$ cat src/rtl/sparc_exu_shadow_pkg.sv
`default_nettype none
// ============================================================================
// Module      : sparc_exu_shadow_pkg
// Description : Shared types and entry layout for the EXU shadow-scan
//               collector. The collector walks a fixed state sequence and
//               stores FIFO entries as {chan, last, data[WORD_W-1:0]}.
// Revision    : 1.0 - initial release
// ============================================================================
package sparc_exu_shadow_pkg;

    typedef enum logic [2:0] {
        ST_IDLE    = 3'd0,
        ST_CAPTURE = 3'd1,
        ST_DUMP0   = 3'd2,
        ST_FLUSH0  = 3'd3,
        ST_TRAIL0  = 3'd4,
        ST_DUMP1   = 3'd5,
        ST_FLUSH1  = 3'd6,
        ST_TRAIL1  = 3'd7
    } state_t;

    // Entry layout: data occupies the low WORD_W bits, then last, then chan.
    localparam int ENTRY_DATA_OFS = 0;

    function automatic int entry_w(input int word_w);
        return word_w + 2;
    endfunction

    function automatic int entry_last_pos(input int word_w);
        return word_w;
    endfunction

    function automatic int entry_chan_pos(input int word_w);
        return word_w + 1;
    endfunction

endpackage
`default_nettype wire

$ cat src/rtl/sparc_exu_shadow_fifo.sv
`default_nettype none
// ============================================================================
// Module      : sparc_exu_shadow_fifo
// Description : Synchronous FIFO for readout entries. A push while full is
//               accepted only when a pop frees the slot in the same cycle;
//               otherwise it is dropped (the caller flags the overflow).
//               The head is read from registered storage and forced to zero
//               when the FIFO is empty.
// Ports       : clk/rst      - clock, synchronous active-high reset
//               i_push/i_push_data - write request and entry
//               i_pop        - read request (ignored when empty)
//               o_head       - head entry (0 when empty)
//               o_empty/o_full/o_count - occupancy status
// Revision    : 1.0 - initial release
// ============================================================================
module sparc_exu_shadow_fifo #(
    parameter int WIDTH = 34,
    parameter int DEPTH = 8
) (
    input  logic                     clk,
    input  logic                     rst,
    input  logic                     i_push,
    input  logic [WIDTH-1:0]         i_push_data,
    input  logic                     i_pop,
    output logic [WIDTH-1:0]         o_head,
    output logic                     o_empty,
    output logic                     o_full,
    output logic [$clog2(DEPTH):0]   o_count
);

    localparam int c_aw = $clog2(DEPTH);

    logic [WIDTH-1:0] r_mem [DEPTH];
    logic [c_aw-1:0]  r_wr_ptr;
    logic [c_aw-1:0]  r_rd_ptr;
    logic [c_aw:0]    r_count;

    logic w_do_pop;
    logic w_do_push;

    assign o_empty   = (r_count == '0);
    assign o_full    = (r_count == (c_aw+1)'(DEPTH));
    assign o_count   = r_count;
    assign w_do_pop  = i_pop && !o_empty;
    assign w_do_push = i_push && (!o_full || w_do_pop);
    assign o_head    = o_empty ? '0 : r_mem[r_rd_ptr];

    always_ff @(posedge clk) begin
        if (w_do_push) begin
            r_mem[r_wr_ptr] <= i_push_data;
        end
    end

    always_ff @(posedge clk) begin
        if (rst) begin
            r_wr_ptr <= '0;
            r_rd_ptr <= '0;
            r_count  <= '0;
        end else begin
            if (w_do_push) r_wr_ptr <= r_wr_ptr + 1'b1;
            if (w_do_pop)  r_rd_ptr <= r_rd_ptr + 1'b1;
            case ({w_do_push, w_do_pop})
                2'b10:   r_count <= r_count + 1'b1;
                2'b01:   r_count <= r_count - 1'b1;
                default: r_count <= r_count;
            endcase
        end
    end

endmodule
`default_nettype wire

$ cat src/rtl/sparc_exu_shadow_collector.sv
`default_nettype none
// ============================================================================
// Module      : sparc_exu_shadow_collector
// Description : Drives capture and per-chain dump of the EXU ALU shadow-scan
//               chains, deserialises the serial chain bits LSB-first into
//               WORD_W-bit words, and queues words plus a per-chain trailer
//               (total bit count) for a valid/ready debug readout port.
// Ports       : sh_clk/sh_rst            - clock, synchronous active-high reset
//               dump_req/dump_busy       - start request / dump in progress
//               c_en                     - one-cycle capture pulse
//               dump_en[1:0]             - per-chain shift enable (one-hot)
//               ch_out/ch_out_vld/ch_out_done - serial chain return streams
//               rd_valid/rd_ready/rd_data/rd_chan/rd_last - readout port
//               overflow/timeout_err     - sticky error flags
// Revision    : 1.0 - initial release
// ============================================================================
module sparc_exu_shadow_collector
    import sparc_exu_shadow_pkg::*;
#(
    parameter int WORD_W     = 32,
    parameter int FIFO_DEPTH = 8,
    parameter int TIMEOUT    = 255
) (
    input  logic              sh_clk,
    input  logic              sh_rst,
    input  logic              dump_req,
    output logic              dump_busy,
    output logic              c_en,
    output logic [1:0]        dump_en,
    input  logic [1:0]        ch_out,
    input  logic [1:0]        ch_out_vld,
    input  logic [1:0]        ch_out_done,
    output logic              rd_valid,
    input  logic              rd_ready,
    output logic [WORD_W-1:0] rd_data,
    output logic              rd_chan,
    output logic              rd_last,
    output logic              overflow,
    output logic              timeout_err
);

    localparam int c_entry_w  = entry_w(WORD_W);
    localparam int c_last_pos = entry_last_pos(WORD_W);
    localparam int c_chan_pos = entry_chan_pos(WORD_W);
    localparam int c_cnt_w    = $clog2(WORD_W);
    localparam int c_idle_w   = $clog2(TIMEOUT + 1);
    localparam int c_fcnt_w   = $clog2(FIFO_DEPTH) + 1;

    state_t               r_state;
    state_t               w_state_nxt;
    logic [WORD_W-1:0]    r_asm;
    logic [c_cnt_w-1:0]   r_bit_cnt;
    logic [WORD_W-1:0]    r_total;
    logic [c_idle_w-1:0]  r_idle;
    logic                 r_overflow;
    logic                 r_timeout;

    logic                 w_push;
    logic [c_entry_w-1:0] w_push_data;
    logic [c_entry_w-1:0] w_head;
    logic                 w_empty;
    logic                 w_full;
    logic [c_fcnt_w-1:0]  w_fifo_count;
    logic                 w_pop;

    logic                 w_chan;
    logic                 w_in_dump;
    logic                 w_room;
    logic                 w_en_active;
    logic                 w_vld;
    logic                 w_done;
    logic                 w_bit;
    logic                 w_word_full;
    logic                 w_timeout_hit;
    logic [WORD_W-1:0]    w_asm_next;

    // Chain currently being serviced, derived from the state.
    assign w_chan = (r_state == ST_DUMP1) || (r_state == ST_FLUSH1) ||
                    (r_state == ST_TRAIL1);
    assign w_in_dump = (r_state == ST_DUMP0) || (r_state == ST_DUMP1);

    // Keep one free slot: a chain still returns one bit after dump_en drops.
    assign w_room      = (w_fifo_count <= c_fcnt_w'(FIFO_DEPTH - 2));
    assign w_en_active = w_in_dump && w_room;

    assign w_vld       = ch_out_vld[w_chan];
    assign w_done      = ch_out_done[w_chan];
    assign w_bit       = ch_out[w_chan];
    assign w_word_full = (r_bit_cnt == c_cnt_w'(WORD_W - 1));
    assign w_asm_next  = r_asm | (WORD_W'(w_bit) << r_bit_cnt);

    // Idle counter only advances while the chain is being asked to shift.
    assign w_timeout_hit = w_en_active && !w_vld &&
                           (r_idle == c_idle_w'(TIMEOUT - 1));

    // Enables are gated by reset so they drop in the cycle reset is seen.
    assign dump_en   = (w_en_active && !sh_rst) ? {w_chan, !w_chan} : 2'b00;
    assign c_en      = (r_state == ST_CAPTURE) && !sh_rst;
    assign dump_busy = (r_state != ST_IDLE);

    assign w_pop       = rd_valid && rd_ready;
    assign rd_valid    = !w_empty;
    assign rd_data     = w_head[WORD_W-1:0];
    assign rd_last     = w_head[c_last_pos];
    assign rd_chan     = w_head[c_chan_pos];
    assign overflow    = r_overflow;
    assign timeout_err = r_timeout;

    always_ff @(posedge sh_clk) begin
        if (sh_rst) r_state <= ST_IDLE;
        else        r_state <= w_state_nxt;
    end

    always_comb begin
        w_state_nxt = r_state;
        w_push      = 1'b0;
        w_push_data = '0;
        case (r_state)
            ST_IDLE: begin
                if (dump_req) w_state_nxt = ST_CAPTURE;
            end
            ST_CAPTURE: begin
                w_state_nxt = ST_DUMP0;
            end
            ST_DUMP0, ST_DUMP1: begin
                // A bit arriving with done is folded in before flushing.
                if (w_vld && w_word_full) begin
                    w_push                   = 1'b1;
                    w_push_data[c_chan_pos]  = w_chan;
                    w_push_data[WORD_W-1:0]  = w_asm_next;
                end
                if (w_done || w_timeout_hit) begin
                    w_state_nxt = (r_state == ST_DUMP0) ? ST_FLUSH0 : ST_FLUSH1;
                end
            end
            ST_FLUSH0, ST_FLUSH1: begin
                if (r_bit_cnt != '0) begin
                    w_push                   = 1'b1;
                    w_push_data[c_chan_pos]  = w_chan;
                    w_push_data[WORD_W-1:0]  = r_asm;
                end
                w_state_nxt = (r_state == ST_FLUSH0) ? ST_TRAIL0 : ST_TRAIL1;
            end
            ST_TRAIL0, ST_TRAIL1: begin
                if (!w_full) begin
                    w_push                   = 1'b1;
                    w_push_data[c_chan_pos]  = w_chan;
                    w_push_data[c_last_pos]  = 1'b1;
                    w_push_data[WORD_W-1:0]  = r_total;
                    w_state_nxt = (r_state == ST_TRAIL0) ? ST_DUMP1 : ST_IDLE;
                end
            end
            default: w_state_nxt = ST_IDLE;
        endcase
    end

    always_ff @(posedge sh_clk) begin
        if (sh_rst) begin
            r_asm      <= '0;
            r_bit_cnt  <= '0;
            r_total    <= '0;
            r_idle     <= '0;
            r_overflow <= 1'b0;
            r_timeout  <= 1'b0;
        end else begin
            if (w_push && w_full && !w_pop) r_overflow <= 1'b1;
            if (w_timeout_hit)              r_timeout  <= 1'b1;
            case (r_state)
                ST_DUMP0, ST_DUMP1: begin
                    if (w_vld) begin
                        r_idle <= '0;
                        if (r_total != '1) r_total <= r_total + 1'b1;
                        if (w_word_full) begin
                            r_asm     <= '0;
                            r_bit_cnt <= '0;
                        end else begin
                            r_asm     <= w_asm_next;
                            r_bit_cnt <= r_bit_cnt + 1'b1;
                        end
                    end else if (w_en_active) begin
                        r_idle <= r_idle + 1'b1;
                    end
                end
                ST_FLUSH0, ST_FLUSH1: begin
                    r_asm     <= '0;
                    r_bit_cnt <= '0;
                end
                ST_TRAIL0, ST_TRAIL1: begin
                    if (!w_full) begin
                        r_total <= '0;
                        r_idle  <= '0;
                    end
                end
                default: ;
            endcase
        end
    end

    sparc_exu_shadow_fifo #(
        .WIDTH (c_entry_w),
        .DEPTH (FIFO_DEPTH)
    ) u_fifo (
        .clk         (sh_clk),
        .rst         (sh_rst),
        .i_push      (w_push),
        .i_push_data (w_push_data),
        .i_pop       (rd_ready),
        .o_head      (w_head),
        .o_empty     (w_empty),
        .o_full      (w_full),
        .o_count     (w_fifo_count)
    );

endmodule
`default_nettype wire
$ cat config.mk
export PLATFORM = sky130hd
export DESIGN_NAME = sparc_exu_shadow_collector
export DESIGN_NICKNAME = d
export VERILOG_FILES = /design/src/rtl/sparc_exu_shadow_pkg.sv /design/src/rtl/sparc_exu_shadow_fifo.sv /design/src/rtl/sparc_exu_shadow_collector.sv
export SDC_FILE = /design/constraint.sdc
export NUM_CORES = 1
export LEC_CHECK = 0
export ABC_CLOCK_PERIOD_IN_PS = 22300
export CAP_MARGIN = 20
export CELL_PAD_IN_SITES_DETAIL_PLACEMENT = 2
export CELL_PAD_IN_SITES_GLOBAL_PLACEMENT = 2
export CORE_MARGIN = 1
export CORE_UTILIZATION = 25
export CTS_BUF_LIST = sky130_fd_sc_hd__clkbuf_4
export CTS_CLUSTER_SIZE = 20
export DETAILED_ROUTE_END_ITERATION = 7
export HOLD_SLACK_MARGIN = 0.06
export PLACE_DENSITY_LB_ADDON = 0.1
export SLEW_MARGIN = 20
export SYNTH_ARGS = -nofsm -noshare
export SYNTH_HDL_FRONTEND = slang
export SYNTH_SLANG_ARGS = --single-unit
$ cat constraint.sdc
create_clock -name sh_clk -period 22.3 [get_ports sh_clk]
set_clock_uncertainty 0.1 [all_clocks]
set_input_delay 6.69 -clock sh_clk [delete_from_list [all_inputs] [get_ports sh_clk]]
set_output_delay 6.69 -clock sh_clk [all_outputs]
set_load 0.05 [all_outputs]
Yosys cells after proc, flatten, opt, wreduce, memory -nomap -nowiden
Memory sizes are Yosys's and may differ from the RTL's. A register that Yosys moved wholly into a read port is not among the register bits.
Index checks and enable logic that the tools add are counted.
{ "classes": {"add_sub_neg": 7, "div_mod_pow": 0, "n_reduce_logical": 35, "mux": 46, "shift": 1, "n_eq_ne": 19, "bitwise": 1, "magnitude_cmp": 2, "multipliers": 0} }
{ "op_table": {"columns": ["operator", "n"], "rows": [
  ["2-to-1 mux 32 bit", 7],
  ["one-hot mux 32 bit (2 select lines)", 2],
  ["one-hot mux 32 bit (3 select lines)", 1],
  ["2-to-1 mux 34 bit", 2],
  ["adder 32 x 1 -> 32 bit, second input constant", 1],
  ["inequality test 32 bit, second input constant", 1],
  ["bitwise OR 32 bit", 1],
  ["left shift 1 x 5 -> 32 bit", 1],
  ["2-to-1 mux 8 bit", 3],
  ["2-to-1 mux 3 bit", 7],
  ["one-hot mux 8 bit (2 select lines)", 1],
  ["one-hot mux 3 bit (5 select lines)", 1],
  ["2-to-1 mux 1 bit", 14],
  ["equality test 3 bit, second input constant", 4],
  ["logical AND 1 bit", 10],
  ["2-to-1 mux 5 bit", 2],
  ["inequality test 2 bit, second input constant", 5],
  ["one-hot mux 5 bit (2 select lines)", 1],
  ["adder 8 x 1 -> 8 bit, second input constant", 1],
  ["equality test 8 bit, second input constant", 1],
  ["one-hot mux 4 bit (2 select lines)", 1],
  ["adder 3 x 1 -> 3 bit, second input constant", 2],
  ["equality test 3 x 2 -> 1 bit, second input constant", 2],
  ["zero test 1 bit", 6],
  ["other kinds (23)", 34]
]} }
{ "word_totals": {"ff_bits": 92, "latch_bits": 0, "word_cells": 122, "rom_bits": 0, "output_inout_bits": 41, "ramBits": 272, "n_memories": 1, "in_bits": 10} }
{ "memory_table": {"columns": ["memory", "words", "width", "read_ports", "rd_ports_with_merged_regs", "wr", "line_no", "source"], "rows": [
  ["u_fifo.r_mem", 8, 34, 1, 1, 1, "sparc_exu_shadow_fifo.sv:33", "logic [WIDTH-1:0] r_mem [DEPTH];"]
]} }

Logic depth before layout (Yosys ltp)
Gate-level depths: netlist of run 1.
{ "depth": {"word_depth": 11, "depth_mapped": 14} }

Modules after synthesis
Synthesis of run 1 repeated with hierarchy kept, for this count alone.
{ "hier_totals": {"hier_cells": 1130, "hier_area_um2": 16111.7} }
{ "by_module_without_submodules": {"columns": ["mod", "seq_area_each_um2", "n_inst", "cells_per_inst", "area_per_inst_um2"], "rows": [
  ["sparc_exu_shadow_fifo", 8428.1, 1, 514, 11021.8],
  ["sparc_exu_shadow_collector", 1641.6, 1, 616, 5089.9]
]} }

Worst setup path after synthesis of run 1
OpenSTA, ideal clock, no wires.
{ "synth_path": {"path_kind": "input port to output port", "from": "input sh_rst", "to": "output c_en", "path_stages": 2, "setup_slack_ns": 7.469, "arrival_time_ns": 8.041, "path_cell_list": "clkbuf_1 > nor3b_1"} }
{ "synth_via": {"elab_chain_len": 2} }
{ "synth_lines": {"columns": ["item", "line_no", "source"], "rows": [
  ["from (decl)", "sparc_exu_shadow_collector.sv:25", "input logic sh_rst,"],
  ["zero test 1 bit", "sparc_exu_shadow_collector.sv:98", "assign c_en = (r_state == ST_CAPTURE) && !sh_rst;"],
  ["logical AND 1 bit", "sparc_exu_shadow_collector.sv:98", null],
  ["to (decl)", "sparc_exu_shadow_collector.sv:28", "output logic c_en,"]
]} }
Every way passes these cells.

Final worst setup path of run 1
{ "layout_path": {"from": "input sh_rst", "to": "output dump_en[1]"} }
{ "layout_via": {"elab_chain_len": 3} }
{ "layout_lines": {"columns": ["item", "line_no", "source"], "rows": [
  ["zero test 1 bit", "sparc_exu_shadow_collector.sv:97", "assign dump_en = (w_en_active && !sh_rst) ? {w_chan, !w_chan} : 2'b00;"],
  ["logical AND 1 bit", "sparc_exu_shadow_collector.sv:97", null],
  ["2-to-1 mux 2 bit", "sparc_exu_shadow_collector.sv:97", null],
  ["to (decl)", "sparc_exu_shadow_collector.sv:29", "output logic [1:0] dump_en,"]
]} }
Every way passes these cells.

==> impl_metrics.toml, run 1 <==
[worst_setup_path]
worstSetupEndpointType = "output port"
critPathArrivalTime_ns = 8.65
r2r_slack_ns = 17.92
crit_buf_inv = 4
cp_slowest_stage_delay_ns = 0.70
r2r_cells = 14
path_class = "primary input to output port"
critPathMostFrequentCell = "clkdlybuf4s50_1"
path_depth = 5
r2r-start = "r_state[0]"
crit_slowest_cell = "clkdlybuf4s50_1"
start_kind = "primary input"
worstSetupStartpoint = "sh_rst"
required_ns = 15.51
crit_fanout = 28
cp_cell_sequence = "clkdlybuf4s50_1 -> buf_4 -> inv_1 -> and4_1 -> clkdlybuf4s50_1"
r2r_end = "u_fifo.o_count[2]"
crit_path_end = "dump_en[1]"
cpLargestDelayFamily = "buffers and inverters"

[power_and_ir_drop]
p_leak_nw = 5.757
p_per_area_mw_per_mm2 = 79.85
peakVddDrop_uv = 29.72

[synthesis]
netlist_area_mm2 = 0.01586
synthAdderAreaFrac_pct = 1.183
async_reset_ff_share_pct = 0
synth-seq-cells = 367
synth_compound_area_share_pct = 9.867
synth_enable_flop_cells = 272
synth_top_area_share_pct = 51.49
ys_seq_area_share_pct = 63.48
syn_nets = 1150
synth-simple-area-share_pct = 9.820
synth_top_family_by_area = "multiplexers"
synth_xor_area_share_pct = 0.7178
syn_area_per_cell_um2 = 14.10
synth_cells = 1125
ys_warn_count = 0
muxShareOfSynthArea_pct = 12.47
synth_top_cells_by_area = "edfxtp_1 (51%), dfxtp_1 (12%), mux4_2 (9.7%)"
ys_top_cells_by_count = "edfxtp_1 (272), nor2_1 (99), dfxtp_1 (95)"
synth_top_area_cell = "edfxtp_1"
post-synth-top-count-cell = "edfxtp_1"
synthDistinctLibCells = 69
yosys_most_used_dff = "edfxtp_1"

[timing]
tns_ns = 0
max_freq_ghz = 0.06475
setup_viol = 0
min_period_over_period_pct = 69.25
period_needed_ns = 15.44
hold_viol_final = 0
max_slew_margin_pct = 30.43
drv_slew = 0
rsz0062_at_grt = "false"
tightest_slew_ns = 1.036

[clock_network]
h-tree-depth = 3
cts_hold_buffers = 0
post_cts_resized = 0
clock-root-buffer = "clkbuf_4"
numCtsBuffers = 104
clock_sinks = 367
cts_tree = "yes"
clk_pin_slew_ns = 0.06
clk_latency_ns = 0.84
post_cts_buffers = 0
clockBufferDepth = 3

[run_status]
status = "complete, no violations"

[detailed_routing]
ant_nets = 0
vias = 10283
wirelength_um = 46520
via_per_inst = 4.792
drc = 0
drt_iter0_markers = 550
first_pass_iters = 4
wl_per_cell_um = 21.68

[layout]
areaGrowthSynthToFinish_pct = 17.87
final_net_count = 1254
drive_above_1_share_pct = 23.60
instances_no_fill = 2146

[placed_design]
port_buffers = 50
hpwl_um = 27590
routabilityCongestion = 0.6773
dp.cells = 1960

[die]
core_area_mm2 = 0.06217
die_w_um = 253.9
dieArea_mm2 = 0.06446
row_count = 91
io_pins = 51
initial_core_util_pct = 25.52
die_y_um = 253.9

[global_routing]
gr-total-overflow = 0
track_usage_pct = 14.95
grt_pass1_vias = 11476
antenna_found_initial = 3
grt_max_degree = 68
grt_pass1_wl_um = 71720

[min_path]
worstHoldPathType = "flip-flop to flip-flop"

[flow_run]
drv_cap = 0
layer usage:
layer / global-route usage, % / up-vias / share of wire (%)
li1: - / 4728 / -
met5: 0 / - / 0
met1: 19.63 / 5316 / 47
met3: 3.083 / 73 / 3.5
met4: 4.664 / 0 / 1.9
met2: 24.61 / 166 / 48
worst min-delay path: cells and delay by family (launching register included):
kind            cells  cell delay [ns]
compound gates      1             0.04
flops               1             0.32
simple gates        1             0.07
metrics by stage:
step | cell area (um2) | power (W) | utilization, % | setup slack (ns) | hold slack [ns]
finish | 18700 | 0.001493 | 30.08 | 6.856 | 0.3665
global route | 18700 | 0.001576 | 30.07 | 6.723 | 0.4065
CTS | 18680 | 0.001532 | 30.05 | 6.800 | 0.3723
detailed placement | 17370 | 0.0008845 | 27.93 | 6.799 | 0.3579
global placement | 17370 | 0.0008831 | 27.93 | 6.814 | 0.3481
floorplan | 15860 | 0.0008378 | - | 7.469 | 0.3366
report_power, final:
group	leakage [nW]	switching (W)	total, W	internal, W
Sequential	3.35	0.00000913	0.000738	0.000729
Clock	0.783	0.000296	0.000627	0.000331
Combinational	1.62	0.0000915	0.000128	0.0000368
layout make-up:
cell class / instances / area, um2
flip-flops and latches: 367 / 10080
clock buffers: 157 / 1179
repair buffers: 74 / 684.4
well taps: 837 / 1047
multi-input cells: 668 / 5507
clock inverters: 25 / 140.1
fillers: 6597 / 43470
inverters: 14 / 52.55
diodes: 4 / 10.01
cell families (layout without fill, tap and decap cells):
logic type / after synthesis / after routing
flops: 367 / 367
simple gates: 285 / 285
compound gates: 243 / 243
mux: 112 / 112
buf+inv: 90 / 270
fa+ha+maj: 15 / 15
xor+xnor: 13 / 13
other cells: 0 / 4
cells in the final DEF (no fill, tap or decap), drive strengths merged, types with 6 or more instances in the layout:
cell / n
nor2: 99
nor4: 9
nor3: 12
xor2: 8
o21ai: 16
mux4: 68
nor2b: 12
buf: 24
nand2: 43
nand3b: 6
o31ai: 35
nand3: 19
inv: 16
nand4: 12
clkinv: 21
clkbuf: 157
dfxtp: 95
a22oi: 38
ha: 15
o22ai: 24
a21oi: 103
clkdlybuf4s50: 50
mux2i: 39
edfxtp: 272
or4: 32
registers in the layout, summed over array words and instances (netlist names), named ones only:
| name | cells |
|---|---|
| u_fifo.r_mem | 272 |
| r_asm | 32 |
| r_total | 32 |
| r_idle | 8 |
| r_bit_cnt | 5 |
| u_fifo.o_count | 4 |
| r_state | 3 |
| u_fifo.r_rd_ptr | 3 |
| u_fifo.r_wr_ptr | 3 |
| overflow | 1 |
| timeout_err | 1 |
how the worst min path moves through the flow:
stage               slack (ns)           to  cells after the start         from
global route              0.41  timeout_err                      1  timeout_err
global placement          0.35     r_asm[4]                      2     r_asm[4]
finish                    0.37    r_asm[30]                      2    r_asm[30]
detailed placement        0.36    r_asm[30]                      2    r_asm[30]
CTS                       0.37    r_asm[30]                      2    r_asm[30]
floorplan                 0.34    r_asm[13]                      2    r_asm[13]
No activity file was read; power rests on OpenSTA's default activity.
==> run 2, diff against run 1 <==
ABC_CLOCK_PERIOD_IN_PS = 15850   (was 22300)
clock period = 15.85 ns   (was 22.3 ns; I/O delays follow)
==> impl_metrics.toml, run 2 (same netlist as run 1, synthesis figures left out) <==
[run_status]
status = "complete, no violations"

[layout]
largest_reg_flops = 272
final_cell_mix = "edfxtp_1 (272), clkbuf_4 (158), nor2_1 (98)"
biggestRegsByFlops = "u_fifo.r_mem x272, r_asm x32, r_total x32"
largest_register = "u_fifo.r_mem"
layout_commonest_cell = "edfxtp_1"
drive_above_1_share_pct = 23.80
n_fill_cell = 6606
finalInstanceArea_mm2 = 0.01870
areaGrowthSynthToFinish_pct = 17.87
final_net_count = 1256
instances_no_fill = 2149

[global_routing]
track_usage_pct = 15.11
gr-total-overflow = 0
antenna_found_initial = 1
grt_pass1_vias = 11610
grt_max_degree = 50
grt_pass1_wl_um = 72070

[timing]
max_freq_ghz = 0.08626
period_needed_ns = 11.59
min_period_over_period_pct = 73.14
drv_slew = 0
tns_ns = 0
rsz0062_at_grt = "false"
max_slew_margin_pct = 25.41
setup_viol = 0
tightest_slew_ns = 1.109
hold_viol_final = 0
setup_ws_ns = 4.258

[detailed_routing]
ant_nets = 0
drt_iter0_markers = 509
wl_per_cell_um = 21.91
drc = 0
first_pass_iters = 5
via_per_inst = 4.791
vias = 10295
wirelength_um = 47080

[clock_network]
h-tree-depth = 3
clock_sinks = 367
clockBufferDepth = 3
post_cts_resized = 0
clk_latency_ns = 0.83
post_cts_buffers = 0
cts_tree = "yes"
numCtsBuffers = 106
clock-root-buffer = "clkbuf_4"
clk_pin_slew_ns = 0.06
cts_hold_buffers = 0

[min_path]
min_to = "r_asm[20]"
worstHoldPathType = "flip-flop to flip-flop"
hold_depth = 2
hp-start = "r_asm[20]"

[die]
io_pins = 51
core_area_mm2 = 0.06217
initial_core_util_pct = 25.52
row_count = 91
die_w_um = 253.9
dieArea_mm2 = 0.06446
die_y_um = 253.9

[power_and_ir_drop]
p_total_w = 0.002098
p_leak_nw = 5.777
p_per_area_mw_per_mm2 = 112.2
peakVddDrop_uv = 39.42

[placed_design]
dp_slack_ns = 4.231
routabilityCongestion = 0.6868
hpwl_um = 28260
port_buffers = 50
dpl-instance-area_mm2 = 0.01737
dp.cells = 1960

[worst_setup_path]
r2r_cells = 14
crit_fanout = 28
critPathArrivalTime_ns = 6.74
r2r_end = "u_fifo.o_count[2]"
start_kind = "primary input"
path_class = "primary input to output port"
r2r_slack_ns = 11.50
required_ns = 11.00
worstSetupEndpointType = "output port"
r2r-start = "r_state[0]"

[flow_run]
drv_cap = 0
[run 2: cell types whose count changed in the layout (fill, tap and decap cells not counted), moves of 2 or more]
| cell | previous run | this run |
|---|---|---|
| clkinv_2 | 1 | 3 |
| clkinv_4 | 1 | 3 |
| diode_2 | 4 | 1 |
| clkinv_1 | 19 | 22 |
[run 2: metal layers]
layer	part of all wire [%]	track usage, %	routed length (um)	vias up
met5	0	0	0	-
met4	2.1	5.525	976	0
met3	3.6	3.042	1710	78
met2	48	24.91	22560	170
met1	46	19.54	21840	5319
li1	-	-	-	4728
[run 2: stage by stage]
step	utilization [%]	hold WS [ns]
4_1_cts	30.06	0.3787
5_1_grt	30.07	0.3920
3_5_place_dp	27.93	0.3632
2_1_floorplan	-	0.3366
3_3_place_gp	27.93	0.3487
6_report	30.07	0.3733
[run 2: layout make-up]
class | instances | area (um2) | area share, %
sequential | 367 | 10080 | 53.90
multi-input combinational | 668 | 5513 | 29.49
clock buffer | 158 | 1186 | 6.344
tap | 837 | 1047 | 5.601
timing repair buffer | 74 | 680.7 | 3.640
clock inverter | 30 | 136.4 | 0.7294
inverter | 14 | 52.55 | 0.2811
antenna | 1 | 2.502 | 0.01338
[run 2: critical path, stage by stage]
cell,delay [ns]
clkdlybuf4s50_1,0.46
buf_4,0.34
inv_1,0.22
and4_1,0.26
clkdlybuf4s50_1,0.70
[run 2: worst max-delay path by stage]
| stage | start | to | depth (start not counted) |
|---|---|---|---|
| after floorplan | sh_rst | c_en | 2 |
| after global placement | sh_rst | dump_en[1] | 5 |
| after detailed placement | sh_rst | dump_en[1] | 5 |
| after CTS | sh_rst | dump_en[1] | 5 |
| after global routing | sh_rst | dump_en[1] | 5 |
| final | sh_rst | dump_en[1] | 5 |
[run 2: where the power goes]
part           internal (W)  switching, W  leakage (nW)  total (W)
clock              0.000455      0.000424         0.794   0.000878
combinational     0.0000520      0.000130          1.62   0.000182
sequential          0.00103     0.0000123          3.36    0.00104
total               0.00153      0.000566          5.78    0.00210
